==> src/rtl/hack_dmux4_way16_stream_pkg.sv <==
// rtl/hack_dmux4_way16_stream_pkg.sv - shared widths and channel-select type for the 1-to-4 stream demux
package hack_dmux_pkg;

  localparam int HACK_WORD_W = 16;
  localparam int HACK_NUM_CH = 4;

  typedef logic [1:0] hack_ch_sel_t;

endpackage

==> src/rtl/hack_dmux4_way16_stream_slot.sv <==
// rtl/hack_dmux4_way16_stream_slot.sv - one-entry holding register with load, drain and full flag
import hack_dmux_pkg::*;

module hack_dmux_slot #(
  parameter int WIDTH = HACK_WORD_W
) (
  input  logic             clk,
  input  logic             rst_n,
  input  logic             load,
  input  logic [WIDTH-1:0] load_data,
  input  logic             drain,
  output logic             full,
  output logic [WIDTH-1:0] data
);

  logic             full_d, full_q;
  logic [WIDTH-1:0] data_d, data_q;

  // A load on the draining edge wins, so the slot stays full with the new word.
  always_comb begin
    full_d = full_q;
    data_d = data_q;
    if (load) begin
      full_d = 1'b1;
      data_d = load_data;
    end else if (drain) begin
      full_d = 1'b0;
    end
  end

  always_ff @(posedge clk or negedge rst_n) begin
    if (!rst_n) begin
      full_q <= 1'b0;
      data_q <= '0;
    end else begin
      full_q <= full_d;
      data_q <= data_d;
    end
  end

  assign full = full_q;
  assign data = data_q;

endmodule

==> src/rtl/hack_dmux4_way16_stream.sv <==
// rtl/hack_dmux4_way16_stream.sv - 1-to-4 stream demux with a holding register per channel
// Optional HACK_DMUX4_AUTO_SEL_EN: round-robin pointer replaces sel as destination.
import hack_dmux_pkg::*;

module hack_dmux4_way16_stream #(
  parameter int WIDTH = HACK_WORD_W
) (
  input  logic             clk,
  input  logic             rst_n,
  input  logic [WIDTH-1:0] in_data,
  input  logic             in_valid,
  output logic             in_ready,
  input  hack_ch_sel_t     sel,
  output logic [WIDTH-1:0] out_a,
  output logic [WIDTH-1:0] out_b,
  output logic [WIDTH-1:0] out_c,
  output logic [WIDTH-1:0] out_d,
  output logic [3:0]       out_valid,
  input  logic [3:0]       out_ready
);

  hack_ch_sel_t     dest;
  logic             accept;
  logic [3:0]       full;
  logic [3:0]       load;
  logic [3:0]       drain;
  logic [WIDTH-1:0] data [HACK_NUM_CH];

`ifdef HACK_DMUX4_AUTO_SEL_EN
  hack_ch_sel_t ptr_d, ptr_q;

  always_comb begin
    ptr_d = ptr_q;
    if (accept) ptr_d = ptr_q + 2'd1;
  end

  always_ff @(posedge clk or negedge rst_n) begin
    if (!rst_n) ptr_q <= '0;
    else        ptr_q <= ptr_d;
  end

  assign dest = ptr_q;
`else
  assign dest = sel;
`endif

  // A full destination can still accept when it drains on the same edge.
  assign in_ready = !full[dest] || out_ready[dest];
  assign accept   = in_valid && in_ready;

  always_comb begin
    load  = '0;
    drain = full & out_ready;
    if (accept) load[dest] = 1'b1;
  end

  for (genvar k = 0; k < HACK_NUM_CH; k++) begin : g_slot
    hack_dmux_slot #(.WIDTH(WIDTH)) u_slot (
      .clk       (clk),
      .rst_n     (rst_n),
      .load      (load[k]),
      .load_data (in_data),
      .drain     (drain[k]),
      .full      (full[k]),
      .data      (data[k])
    );
  end

  assign out_a     = data[0];
  assign out_b     = data[1];
  assign out_c     = data[2];
  assign out_d     = data[3];
  assign out_valid = full;

endmodule

==> config.mk <==
export PLATFORM = sky130hd
export DESIGN_NAME = hack_dmux4_way16_stream
export DESIGN_NICKNAME = d
export VERILOG_FILES = /design/src/rtl/hack_dmux4_way16_stream_pkg.sv /design/src/rtl/hack_dmux4_way16_stream_slot.sv /design/src/rtl/hack_dmux4_way16_stream.sv
export SDC_FILE = /design/constraint.sdc
export NUM_CORES = 1
export LEC_CHECK = 0
export ABC_CLOCK_PERIOD_IN_PS = 1400
export BUFFER_PORTS_ARGS = -buffer_cell sky130_fd_sc_hd__buf_2
export CORE_MARGIN = 5
export CORE_UTILIZATION = 28
export DETAILED_ROUTE_END_ITERATION = 10
export PLACE_DENSITY = 0.59
export RECOVER_POWER = 50
export SLEW_MARGIN = 0
export SYNTH_ARGS = -nofsm -noshare
export SYNTH_HDL_FRONTEND = slang
export SYNTH_SLANG_ARGS = --single-unit
==> constraint.sdc <==
create_clock -name clk -period 1.4 [get_ports clk]
set_input_delay 0.28 -clock clk [delete_from_list [all_inputs] [get_ports clk]]
set_output_delay 0.28 -clock clk [all_outputs]
set_load 0.01 [all_outputs]
==> results of run 1 <==
==> worst max path at each step <==
stage	endpoint	start	cells after the start
after floorplan	g_slot[1].u_slot.data[10]	g_slot[1].u_slot.full	4
after global routing	in_ready	g_slot[1].u_slot.full	3
after CTS	in_ready	g_slot[2].u_slot.full	3
after detailed placement	in_ready	out_ready[0]	4
after global placement	in_ready	out_ready[0]	4
final	in_ready	g_slot[2].u_slot.full	3
==> layout by cell type (no fill, tap or decap), types with 2 or more instances in the layout <==
master / instances
buf_4: 5
clkbuf_1: 12
buf_8: 2
nand2b_1: 3
mux2_2: 22
clkinv_2: 2
clkbuf_8: 9
buf_6: 6
nand2_1: 5
mux2_4: 41
dfrtp_1: 68
clkinv_4: 2
buf_2: 80
clkinvlp_4: 2
==> logic make-up after synthesis <==
group	Yosys count	share of synthesized area
AO/OA/AOI/OAI	1	0.00182
buffers and inverters	11	0.0383
flip-flops	68	0.620
multiplexers	65	0.300
AND/OR/NAND/NOR	15	0.0397
==> power groups by stage <==
stage	logic, mW	clock network (mW)	registers [mW]
4_1_cts	1.33	1.46	2.58
6_report	1.35	1.39	2.58
2_1_floorplan	0.513	0	2.78
3_5_place_dp	1.31	0	2.61
3_3_place_gp	1.29	0	2.60
5_1_grt	1.47	1.55	2.63
==> cells in the mapped netlist <==
master	count
buf_12	1
buf_2	2
o21ai_0	1
buf_4	5
nor2b_2	1
nand3b_4	1
nand3_1	1
buf_8	1
mux2_1	1
buf_6	2
mux2_4	20
mux4_1	1
nand2_1	5
nand2b_1	4
dfrtp_1	68
nor2b_1	1
nor3b_4	1
mux2_2	43
and3_1	1
==> metrics by stage <==
| stage | total power [mW] | hold slack (ns) | instances |
|---|---|---|---|
| 2_1_floorplan | 3.30 | -0.0156 | 160 |
| 3_3_place_gp | 3.89 | 0.328 | 388 |
| 3_5_place_dp | 3.92 | 0.334 | 388 |
| 4_1_cts | 5.37 | 0.193 | 405 |
| 5_1_grt | 5.65 | 0.205 | 405 |
| 6_report | 5.32 | 0.224 | 405 |
==> flip-flops by register name (all words and copies together) (netlist names) <==
signal,flops
g_slot.u_slot.full,4
g_slot.u_slot.data,64
==> final cells by class <==
class | instances | share of cell area
Clock buffer | 9 | 0.0337
Tap cell | 133 | 0.0452
Sequential cell | 68 | 0.462
Multi-Input combinational cell | 81 | 0.280
Clock inverter | 6 | 0.0116
Timing Repair Buffer | 108 | 0.167
==> metal layers <==
layer	routed length, um	vias up
met2	2910	55
met4	86	0
met3	380	7
met1	2860	845
met5	0	-
li1	-	769
==> what timing repair did <==
action                                  CTS  global route
resized for setup                        11            23
endpoints found under the setup margin   24            39
buffers inserted                          1             0
hold endpoints to repair                 68             0
hold buffers                              1             0
==> flow_summary.yaml, run 1 <==
run_status:
  status: "complete, but fails checks"
  violations: "negative setup slack"
clocking:
  tritoncts: "built"
  cts.sinks: 68
  cts_htree_levels: 3
  cts.clk_slew.worst_paths_ns: 0.08
  clock_path_buffers: 2
  cts_made_buffers: 9
  clk_latency_ns: 0.33
  cts_root_buf: "clkbuf_8"
global_routing:
  grt_max_degree: 69
  track_usage: 0.107
  grt_use_met3: 0.0332
  grt_pass1_wl_um: 9520
  grt_antenna_before_repair: 0
  grt_overflow: 0
  grt_pass1_vias: 1775
  gr-usage-met1: 0.142
  grt_busiest_layer: "met2"
  grt_use_met2: 0.164
cells_and_area:
  final_core_util: 0.380
  drive_gt1_frac: 0.662
  nFillCells: 945
  antennaDiodeCount: 0
  nets: 293
  fin_area_mm2: 0.00368
  syn2layout_area_growth_pct: 34.2
  seqCellArea_mm2: 0.00170
  multiInputGateArea_mm2: 0.00103
setup_path:
  cp_slowest_stage_delay_ns: 0.47
  crit_path_max_fanout: 3
  critPathTopFamily: "multiplexers"
  critPathLaunchType: "flop"
  reg2reg_from: "g_slot[0].u_slot.full"
  critPathKind: "reg -> out"
  cp.required_ns: 1.12
  worstPathCellList: "nand2b_1 > mux4_2 > buf_6"
  critPathArrivalTime_ns: 1.37
  reg2reg_depth: 5
  cp_slowest_cell: "mux4_2"
  crit_buf_inv: 1
  timing.rr.end: "g_slot[0].u_slot.data[10]"
  cp-end-kind: "output pin"
  regToRegSetupSlack_ns: -0.05
die:
  dieWidth_um: 109
  initial_core_util: 0.283
  fp.coreArea_mm2: 0.00968
  std_cell_rows: 36
  dieArea_mm2: 0.0119
  io_pins: 94
  die_height_um: 109
min_path:
  whs_endpoint: "g_slot[2].u_slot.data[7]"
  hold_path.startpoint: "in_data[7]"
  holdPathStages: 2
  holdCritPathClass: "in -> reg"
route:
  route.detailed.drc: 0
  drt-total-wl_um: 6240
  drt_pass1_iterations: 3
  vias: 1676
  ant_nets: 0
  drtIter0Drc: 28
  via_per_inst: 4.14
  routedWlPerCell_um: 15.4
placed_design:
  gp_congestion: 0.691
  place_area_mm2: 0.00341
  place_ws_ns: -0.110
  portBuffers: 93
  dp_hpwl_um: 4470
synthesis:
  syn-instance-count: 160
  syn_nets: 185
  synth_top_area_share: 0.620
  yosys_warnings: 0
  syn_area_mm2: 0.00274
  synth_seq_cells: 68
  synth_area_leaders: "dfrtp_1, mux2_2, mux2_4, buf_4, mux4_1"
  synth_cell_type_count: 19
  synth_area_leader_cell: "dfrtp_1"
  syn-mean-instance-area_um2: 17.1
  yosysSeqAreaShare: 0.620
sta:
  finalWorstSetupSlack_ns: -0.248
  fin_crit_sh: 1.18
  rsz0062_at_grt: "yes"
  worst_pin_slew_ns: 0.629
  setup_viol: 9
  period_needed_ns: 1.65
  tns_ns: -0.609
  max_freq_mhz: 607
  fin_skew_ns: 0.0104
  drv_slew: 0
  hold_viol_final: 0
  relSlewSlack: 0.581
power_and_ir_drop:
  p_switching_mw: 1.56
  leakagePower_nw: 1.78
  peakVddDrop_mv: 0.601
  switching_share: 0.293
  combPwrFrac: 0.254
  p_int_mw: 3.76
  clkPwrFrac: 0.262
  p_seq_frac: 0.484
  power_per_cell_area_mw_per_mm2: 1450
flow_run:
  maxCapViolCount: 0
No activity file was read; power rests on OpenSTA's default activity.
==> run 2, diff against run 1 <==
- CAP_MARGIN: not set -> 30
- SKIP_LAST_GASP: not set -> 1
==> run 2 against run 1 <==
The flow still finishes with violations (negative setup slack). Via count grew 0.30%. Combinational power shrank 4%. Clock skew shrank 0.0016 ns. Sequential power is essentially flat. First-iteration DRC count grew 32%. Die area is the same. Utilization shrank 0.62 points. Global-route usage is the same. Critical path type unchanged.
==> flow_summary.yaml, run 2 (synthesis gave the netlist of run 1 again) <==
sta:
  max_freq_mhz: 607
  drv_slew: 0
  finalWorstSetupSlack_ns: -0.248
  fin_crit_sh: 1.18
  period_needed_ns: 1.65
  setup_viol: 10
  fin_skew_ns: 0.00882
  relSlewSlack: 0.582
  worst_pin_slew_ns: 0.627
  rsz0062_at_grt: "yes"
  hold_viol_final: 0
die:
  std_cell_rows: 36
  die_height_um: 109
  dieArea_mm2: 0.0119
  dieWidth_um: 109
  initial_core_util: 0.283
  io_pins: 94
  fp.coreArea_mm2: 0.00968
clocking:
  tritoncts: "built"
  cts_htree_levels: 3
  clk_latency_ns: 0.33
  clock_path_buffers: 2
  cts_root_buf: "clkbuf_8"
  cts_made_buffers: 9
  cts.clk_slew.worst_paths_ns: 0.08
  cts.sinks: 68
placed_design:
  gp_congestion: 0.691
  place_ws_ns: -0.110
  dp_hpwl_um: 4470
  portBuffers: 93
cells_and_area:
  antennaDiodeCount: 0
  drive_gt1_frac: 0.662
  syn2layout_area_growth_pct: 32.0
  final_core_util: 0.374
  nets: 293
  layout_commonest_cell: "buf_2"
  layout_common_cells: "buf_2, dfrtp_1, mux2_2"
  largest_reg_flops: 64
global_routing:
  grt_use_met2: 0.164
  grt_max_degree: 69
  grt_pass1_vias: 1775
  grt_pass1_wl_um: 9520
  track_usage: 0.107
  grt_antenna_before_repair: 0
  gr-usage-met1: 0.142
  grt_use_met3: 0.0332
  grt_busiest_layer: "met2"
  grt_overflow: 0
flow_run:
  maxCapViolCount: 0
setup_path:
  cp-end-kind: "output pin"
  critPathLaunchType: "flop"
  crit_path_max_fanout: 3
  critPathKind: "reg -> out"
  critPathArrivalTime_ns: 1.37
  cp.required_ns: 1.12
run_status:
  violations: "negative setup slack"
  status: "complete, but fails checks"
min_path:
  holdCritPathClass: "in -> reg"
route:
  drt-total-wl_um: 6120
  vias: 1681
  drt_pass1_iterations: 3
  route.detailed.drc: 0
  ant_nets: 0
  drtIter0Drc: 37
  via_per_inst: 4.15
  routedWlPerCell_um: 15.1
power_and_ir_drop:
  power_per_cell_area_mw_per_mm2: 1450
  peakVddDrop_mv: 0.622
  leakagePower_nw: 1.73
## run 2: cell counts in the layout (fill, tap and decap cells not counted)
No cell type changed its count.
## run 2: cell type report
type,count,area (um^2)
Multi-Input combinational cell,81,971
Clock inverter,6,42.5
Tap cell,133,166
Sequential cell,68,1700
Clock buffer,9,124
Timing Repair Buffer,108,616
Fill cell,952,6060
## run 2: critical path, stage by stage, from the launching register on
cell and delay, ns:
dfrtp_1 0.34, nand2b_1 0.10, mux4_2 0.47, buf_6 0.14
## run 2: layer usage
metal	vias up	part of all wire
met5	-	0
met4	0	0.014
met3	7	0.061
met2	55	0.47
met1	848	0.45
li1	771	-
## run 2: what timing repair did
item | in CTS | in global routing
hold buffers | 1 | 0
hold endpoints to repair | 68 | 0
buffers inserted | 1 | 0
resized for setup | 9 | 9
setup endpoints to repair | 24 | 40
## run 2: final timing paths
path                                          start                         to  slack (ns)  depth (start not counted)
min in group asynchronous                     rst_n      g_slot[1].u_slot.full        0.60                          3
max                           g_slot[2].u_slot.full                   in_ready       -0.25                          3
min reg2reg                g_slot[0].u_slot.data[4]   g_slot[0].u_slot.data[4]        0.50                          1
min                                      in_data[7]   g_slot[2].u_slot.data[7]        0.22                          2
max reg2reg                   g_slot[0].u_slot.full  g_slot[0].u_slot.data[11]       -0.05                          5
max in group asynchronous                     rst_n   g_slot[1].u_slot.data[5]        0.38                          3
## run 2: metrics by stage
step / std cells / total power [mW] / instance area [um^2] / hold WS (ns) / setup TNS [ns]
3_5_place_dp: 388 / 3.92 / 3410 / 0.334 / -1.04
3_3_place_gp: 388 / 3.89 / 3410 / 0.328 / -0.658
6_report: 405 / 5.25 / 3620 / 0.223 / -0.600
4_1_cts: 405 / 5.36 / 3620 / 0.193 / -0.319
5_1_grt: 405 / 5.58 / 3620 / 0.201 / -2.54
2_1_floorplan: 160 / 3.30 / 2740 / -0.0156 / -0.00613
## run 2: report_power, final
part	internal, mW	switching, mW	leakage (nW)	total, mW
sequential	2.36	0.208	0.810	2.57
clock	0.632	0.760	0.0811	1.39
combinational	0.712	0.578	0.836	1.29
==> run 3, diff against run 2 <==
- PLACE_DENSITY: 0.59 -> not set
==> run 3 against run 2 <==
The flow still finishes with violations (negative setup slack). Sequential cell count stayed put. Global-route usage is 0.39 points higher. Power is 9.4% higher. Register-to-register slack worse by 0.02 ns. Critical path depth stayed put. Combinational power is 5% higher. Worst setup slack worse by 0.041 ns. Hold slack worse by 0.014 ns. Clock-buffer cell count is 1 higher. Largest cell class unchanged.
==> flow_summary.yaml, run 3 (synthesis gave the netlist of run 1 again) <==
cells_and_area:
  drive_gt1_frac: 0.710
  layout_commonest_cell: "buf_2"
  nets: 296
  final_cells: 409
  largest_reg_flops: 64
  syn2layout_area_growth_pct: 37.8
  nFillCells: 927
  antennaDiodeCount: 0
  layout_common_cells: "buf_2, dfrtp_1, mux2_4"
setup_path:
  timing.rr.end: "g_slot[1].u_slot.data[6]"
  critPathArrivalTime_ns: 1.41
  critPathLaunchType: "flop"
  reg2reg_from: "g_slot[1].u_slot.full"
  reg2reg_depth: 5
  cp-end-kind: "output pin"
  crit_path_max_fanout: 3
  cp.required_ns: 1.12
  critPathKind: "reg -> out"
  regToRegSetupSlack_ns: -0.07
min_path:
  hold_path.startpoint: "in_data[4]"
  whs_endpoint: "g_slot[0].u_slot.data[4]"
  holdCritPathClass: "in -> reg"
  holdPathStages: 2
global_routing:
  grt_pass1_vias: 1829
  grt_antenna_before_repair: 0
  grt_overflow: 0
  grt_max_degree: 69
  grt_pass1_wl_um: 9810
  track_usage: 0.111
die:
  std_cell_rows: 36
  dieWidth_um: 109
  io_pins: 94
  die_height_um: 109
  dieArea_mm2: 0.0119
  initial_core_util: 0.283
  fp.coreArea_mm2: 0.00968
clocking:
  cts_root_buf: "clkbuf_8"
  cts_htree_levels: 3
  clock_path_buffers: 2
  cts.clk_slew.worst_paths_ns: 0.08
  tritoncts: "built"
  cts.sinks: 68
  cts_made_buffers: 9
  clk_latency_ns: 0.33
placed_design:
  gp_congestion: 0.714
  dp_hpwl_um: 4300
  place_inst: 387
  portBuffers: 93
run_status:
  violations: "negative setup slack"
  status: "complete, but fails checks"
sta:
  hold_viol_final: 0
  finalWorstSetupSlack_ns: -0.288
  rsz0062_at_grt: "yes"
  period_needed_ns: 1.69
  fin_skew_ns: 0.00883
  drv_slew: 0
  max_freq_mhz: 592
  setup_viol: 21
  relSlewSlack: 0.757
  worst_pin_slew_ns: 0.365
  fin_crit_sh: 1.21
  whs_ns: 0.209
route:
  routedWlPerCell_um: 15.2
  via_per_inst: 4.17
  drtIter0Drc: 45
  drt_pass1_iterations: 4
  route.detailed.drc: 0
  vias: 1704
  ant_nets: 0
  drt-total-wl_um: 6230
flow_run:
  maxCapViolCount: 0
power_and_ir_drop:
  peakVddDrop_mv: 0.586
  power_per_cell_area_mw_per_mm2: 1520
  power.total_mw: 5.75
  leakagePower_nw: 1.85
run 3: per-stage QoR:
step | setup WS [ns] | utilization | cell area, um^2 | TNS (ns)
after floorplan | -0.000613 | - | 2740 | -0.00613
after global placement | -0.0868 | 0.350 | 3390 | -1.87
after detailed placement | -0.0994 | 0.350 | 3390 | -2.97
after CTS | -0.312 | 0.382 | 3700 | -1.56
after global routing | -0.377 | 0.390 | 3780 | -3.65
final | -0.288 | 0.390 | 3780 | -1.31
run 3: final cells by class:
cell class | instances | area [um^2] | area share
Sequential cell | 68 | 1700 | 0.450
Multi-Input combinational cell | 81 | 997 | 0.264
Timing Repair Buffer | 111 | 688 | 0.182
Tap cell | 133 | 166 | 0.0440
Clock buffer | 10 | 138 | 0.0364
Clock inverter | 6 | 87.6 | 0.0232
run 3: where the power goes:
part	internal [mW]	switching, mW
combinational	0.768	0.591
sequential	2.36	0.209
clock	1.05	0.765
total	4.18	1.56
run 3: worst max-delay path by stage:
stage,start,to,slack [ns]
after floorplan,g_slot[1].u_slot.full,g_slot[1].u_slot.data[10],-0.0006
after global placement,sel[0],g_slot[2].u_slot.data[4],-0.09
after detailed placement,sel[0],g_slot[2].u_slot.data[3],-0.1
after CTS,g_slot[3].u_slot.full,in_ready,-0.31
after global routing,g_slot[3].u_slot.full,in_ready,-0.38
final,g_slot[3].u_slot.full,in_ready,-0.29
run 3: routing by layer:
metal	part of all wire	GRT usage	vias up
met5	0	0	-
met4	0.014	0.0361	0
met3	0.075	0.0515	8
met2	0.45	0.168	59
met1	0.46	0.142	859
li1	-	-	778
run 3: what timing repair did:
item	CTS	global route
gates cloned	0	1
endpoints found under the hold margin	68	0
gates resized for setup	11	13
buffers inserted	7	0
endpoints found under the setup margin	24	42
hold buffers	1	0
run 3: worst max-delay path, stage by stage (launching register included):
cell and delay, ns:
dfrtp_1 0.39, nand2b_4 0.07, mux4_2 0.47, buf_6 0.14
